`config.mk`:
```
export PLATFORM = sky130hd
export DESIGN_NAME = ternary_secret_packer
export DESIGN_NICKNAME = d
export VERILOG_FILES = /design/src/rtl/ternary_secret_packer.sv
export SDC_FILE = /design/constraint.sdc
export NUM_CORES = 1
export LEC_CHECK = 0
export CAP_MARGIN = 20
export CORE_ASPECT_RATIO = 0.5
export CORE_MARGIN = 2
export CORE_UTILIZATION = 49
export DETAILED_ROUTE_END_ITERATION = 10
export PLACE_DENSITY = 0.81
export SLEW_MARGIN = 15
export SYNTH_ARGS = -nofsm -noshare
export SYNTH_HDL_FRONTEND = slang
export SYNTH_SLANG_ARGS = --single-unit
```
`constraint.sdc`:
```
create_clock -name clk -period 2.4 [get_ports clk]
set_input_delay 0.72 -clock clk [delete_from_list [all_inputs] [get_ports clk]]
set_output_delay 0.72 -clock clk [all_outputs]
set_load 0.005 [all_outputs]
```
`src/rtl/ternary_secret_packer.sv`:
```
// Packs ternary secret coefficients (2 bits each, 8 per word) into the operand RAM, then runs the multiplier.
// Latency: word write 1 cycle after its 8th accept; mul_start 2 cycles after the last accept; done 1 cycle after mul_done.
// Backpressure: in_ready is high only in IDLE/COLLECT. SECRET_PACK_SATURATE_EN saturates out-of-range inputs by sign.
module ternary_secret_packer #(
    parameter int         N          = 256,
    parameter int         COEFF_IN_W = 4,
    parameter logic [8:0] BASE_ADDR  = 9'h100
) (
    input  logic                  clk,
    input  logic                  resetn,
    input  logic                  in_valid,
    output logic                  in_ready,
    input  logic [COEFF_IN_W-1:0] in_coeff,
    output logic                  mem_we,
    output logic [8:0]            mem_addr,
    output logic [15:0]           mem_wdata,
    output logic                  mul_start,
    input  logic                  mul_done,
    output logic                  busy,
    output logic                  done,
    output logic                  err
);

    localparam int IDX_W = $clog2(N);
    localparam logic signed [COEFF_IN_W-1:0] C_ZERO = COEFF_IN_W'(0);
    localparam logic signed [COEFF_IN_W-1:0] C_POS1 = COEFF_IN_W'(1);
    localparam logic signed [COEFF_IN_W-1:0] C_NEG1 = COEFF_IN_W'(-1);

    typedef enum logic [2:0] {
        S_IDLE,
        S_COLLECT,
        S_FLUSH,
        S_LAUNCH,
        S_WAIT,
        S_FIN
    } state_t;

    state_t                  state, state_nxt;
    logic [IDX_W-1:0]        idx;
    logic [15:0]             pack;
    logic [15:0]             word_nxt;
    logic [1:0]              code;
    logic                    coeff_bad;
    logic                    accept;
    logic                    last;
    logic [2:0]              lane;
    logic signed [COEFF_IN_W-1:0] c_s;

    assign c_s    = $signed(in_coeff);
    assign accept = in_valid & in_ready;
    assign last   = (idx == IDX_W'(N - 1));
    assign lane   = idx[2:0];

    // Encoding: bit0 = nonzero enable, bit1 = negate.
    always_comb begin
        code      = 2'b00;
        coeff_bad = 1'b0;
        if (c_s == C_ZERO) begin
            code = 2'b00;
        end else if (c_s == C_POS1) begin
            code = 2'b01;
        end else if (c_s == C_NEG1) begin
            code = 2'b11;
        end else begin
            coeff_bad = 1'b1;
`ifdef SECRET_PACK_SATURATE_EN
            code = (c_s > C_POS1) ? 2'b01 : 2'b11;
`else
            code = 2'b00;
`endif
        end
    end

    always_comb begin
        word_nxt                  = pack;
        word_nxt[{lane, 1'b0} +: 2] = code;
    end

    assign in_ready  = (state == S_IDLE) || (state == S_COLLECT);
    assign busy      = (state != S_IDLE);
    assign mul_start = (state == S_LAUNCH);
    assign done      = (state == S_FIN);

    always_ff @(posedge clk) begin
        if (!resetn) state <= S_IDLE;
        else         state <= state_nxt;
    end

    always_comb begin
        state_nxt = state;
        case (state)
            S_IDLE:    if (accept) state_nxt = S_COLLECT;
            S_COLLECT: if (accept && last) state_nxt = S_FLUSH;
            S_FLUSH:   state_nxt = S_LAUNCH;
            S_LAUNCH:  state_nxt = S_WAIT;
            S_WAIT:    if (mul_done) state_nxt = S_FIN;
            S_FIN:     state_nxt = S_IDLE;
            default:   state_nxt = S_IDLE;
        endcase
    end

    always_ff @(posedge clk) begin
        if (!resetn) begin
            idx       <= '0;
            pack      <= '0;
            mem_we    <= 1'b0;
            mem_addr  <= '0;
            mem_wdata <= '0;
            err       <= 1'b0;
        end else begin
            mem_we <= 1'b0;
            if (accept) begin
                idx <= last ? '0 : idx + 1'b1;
                // A new frame starts with a clean error flag.
                err <= (state == S_IDLE) ? coeff_bad : (err | coeff_bad);
                if (lane == 3'd7) begin
                    mem_we    <= 1'b1;
                    mem_addr  <= BASE_ADDR + 9'(idx >> 3);
                    mem_wdata <= word_nxt;
                    pack      <= '0;
                end else begin
                    pack <= word_nxt;
                end
            end
        end
    end

endmodule

```
==> metrics.txt <==
maximum net fanout on the critical path=8; top cell type's share of synthesized area=0.392; Hold Fails Final Rpt=0; mapped cell area=2600 sq um; area grow syn2layout=20.3%; Post-Place Cells=403; row count=18; largest family of logic cells by synthesized area=simple AND/OR/NAND/NOR gates; synth warn=0; die extent in x=107 microns; CTS sink count=51; Area after DPL=3010 sq um; Synth top cells by count=51 x dfxtp_1, 39 x nand2_1, 25 x o21ai_0; cells after synthesis=305; Core Region=approximately 5000 sq um; final core occ=0.623; H-tree depth=2; RSZ-0062 raised after global routing=false; Hold Path Class=reg2reg; most frequent cell after synthesis=dfxtp_1; status=complete, no violations; Main synth FF type=dfxtp_1; Initial Util=0.518; Total GRT Usage=0.214; postcts setup bufs=0; Area contributors post-synth=dfxtp_1 39%, nand2_1 5.6%, o21ai_0 4.8%; post-synthesis mux area share=0.0308; largest net degree at the start of global routing=26; clk slew on worst S/H paths=0.09 ns; cell area after layout=3130 sq um; fraction of layout cells with a size suffix above 1=0.0938; critical path class=reg2out; Slew Limit Fails=0; Pre-antenna DRT Iters=4; Max Clk Rate=445 MHz; Fill cells=432; port bufs=35; CTS buffer count=5; Multi-input gate area=1420 sq um; non-filler cells, final=411; DIE HEIGHT=55.5 microns; cell taking the most area after synthesis=dfxtp_1; leak pwr=around 1.1 nW; DR vias=2360; nature of the critical path endpoint=output port; initial antenna violation count=0; Final HPWL DP=4270 microns; antenna viol nets, final=0; Worst Path Arrival=1.53 ns; Yosys cell types=48; Synth Area in Adders=0.0337; Gates resized, CTS repair=0; Slowest cell on crit path=clkdlybuf4s50_1; simple-gate share of the synthesized area=0.273; CTS tree=built; Placer Congestion=0.911; CP required=1.68 ns; number of synthesized flops with an enable pin=0; Hold-fix buffers, CTS=0; clock buffer depth=2; first-pass GRT wire length=10200 microns; Iter 0 DRT Violations=around 150; DR vias/cell=5.74; # diodes=0; Remaining Overflow, GRT=0; Power Density=527 nW/um^2; clk root buf=clkbuf_8; Synth Area in Compound Gates=0.190; register area=about 1000 sq um; Setup Skew=0.00608 ns; vias in the first global route=2211; Avg Inst Size Synth=~8.5 sq um; Seq cells post-synth=51; critical path launch point type=flip-flop; fin crit share=0.936; Worst Tran Pin Value=0.650 ns; Peak VDD IR=0.264 mV; Slew HR=0.562; Async SR Flop Fraction=0; final setup fails=0; wirelength, routed=5980 microns; Ports=39; Clk Latency, worst-skew pair=0.31 ns; Remaining DRCs=0; Synth Area in XOR/XNOR=0.0135; final critical-path required period=about 2.2 ns; WL per Instance=14.6 microns; CP Cell Sequence=nand2_1, nor2_1, clkdlybuf4s50_1; Max-cap violations=0; DIE AREA=a little under 6000 sq um; final net count=355; post-synthesis sequential area ratio=0.392; crit-path max cell delay=0.52 ns
[flip-flops by register name, summed over array words and instances (netlist names)]
name and count:
idx 8, state 3, mem_we 1, err 1
mem_addr 6, mem_wdata 16, pack 16
[final timing paths]
check | start | endpoint | slack, ns | cells past startpoint
setup / recovery | state[1]$_SDFFE_PN0P_ | mul_start | 0.15 | 3
hold / removal | mem_addr[4]$_SDFFE_PN0P_ | mem_addr[4]$_SDFFE_PN0P_ | 0.46 | 2
setup reg to reg | idx[0]$_SDFFE_PN0N_ | mem_wdata[8]$_SDFFE_PN0P_ | 0.29 | 7
hold reg to reg | mem_addr[4]$_SDFFE_PN0P_ | mem_addr[4]$_SDFFE_PN0P_ | 0.46 | 2
[worst max-delay path: cells and delay by family, from the launching register on]
| kind | cells | cell delay [ns] |
|---|---|---|
| flip-flops | 1 | 0.47 |
| AND/OR/NAND/NOR | 2 | 0.23 |
| buffers and inverters | 1 | 0.52 |
[power breakdown]
part / internal (mW) / switching (mW)
Clock: 0.338 / 0.291
Combinational: 0.0621 / 0.101
Sequential: 0.853 / 0.00673
Total: 1.25 / 0.398
[kinds of logic after synthesis]
logic type               Yosys count
flip-flops                        51
multiplexers                       8
XOR/XNOR                           4
buffers and inverters             30
AO/OA/AOI/OAI                     76
adder cells (fa/ha/maj)            7
other                              1
AND/OR/NAND/NOR                  128
[metal layers]
metal	track usage	vias to the layer above	wire length [microns]
met3	0.0638	10	276
li1	-	1171	-
met1	0.278	1120	2790
met4	0.0724	0	108
met5	0	-	0
met2	0.340	59	2810
[through the flow]
step,power [mW],setup WS (ns),setup TNS [ns],hold WS (ns)
after floorplan,0.992,0.101,0,0.444
final,1.65,0.153,0,0.463
after CTS,1.66,0.137,0,0.469
after global routing,1.72,0.0269,0,0.490
after detailed placement,1.04,-0.108,-0.147,0.456
after global placement,1.03,0.0181,0,0.449
[placed cells by master, fill, tap and decap left out, types with 6 or more instances in the layout]
| cell type | netlist | final |
|---|---|---|
| dfxtp_1 | 51 | 51 |
| nand2_1 | 39 | 39 |
| clkdlybuf4s50_1 | 0 | 34 |
| o21ai_0 | 25 | 25 |
| nand3_1 | 23 | 23 |
| a21oi_1 | 18 | 18 |
| buf_4 | 4 | 16 |
| nand4_1 | 12 | 12 |
| nor2_1 | 10 | 10 |
| mux2i_1 | 8 | 8 |
| nor2b_1 | 8 | 8 |
| a21boi_0 | 7 | 7 |
| ha_1 | 7 | 7 |
| nand4b_1 | 6 | 6 |
| a32oi_1 | 6 | 6 |
| clkbuf_8 | 0 | 6 |
[area by class of cell]
class | instances | area share
multi-input cells | 226 | 0.454
flip-flops and latches | 51 | 0.326
repair buffers | 51 | 0.149
well taps | 70 | 0.0280
clock buffers | 6 | 0.0264
clock inverters | 2 | 0.0112
inverters | 5 | 0.00600
No activity file was read; power rests on OpenSTA's default activity.
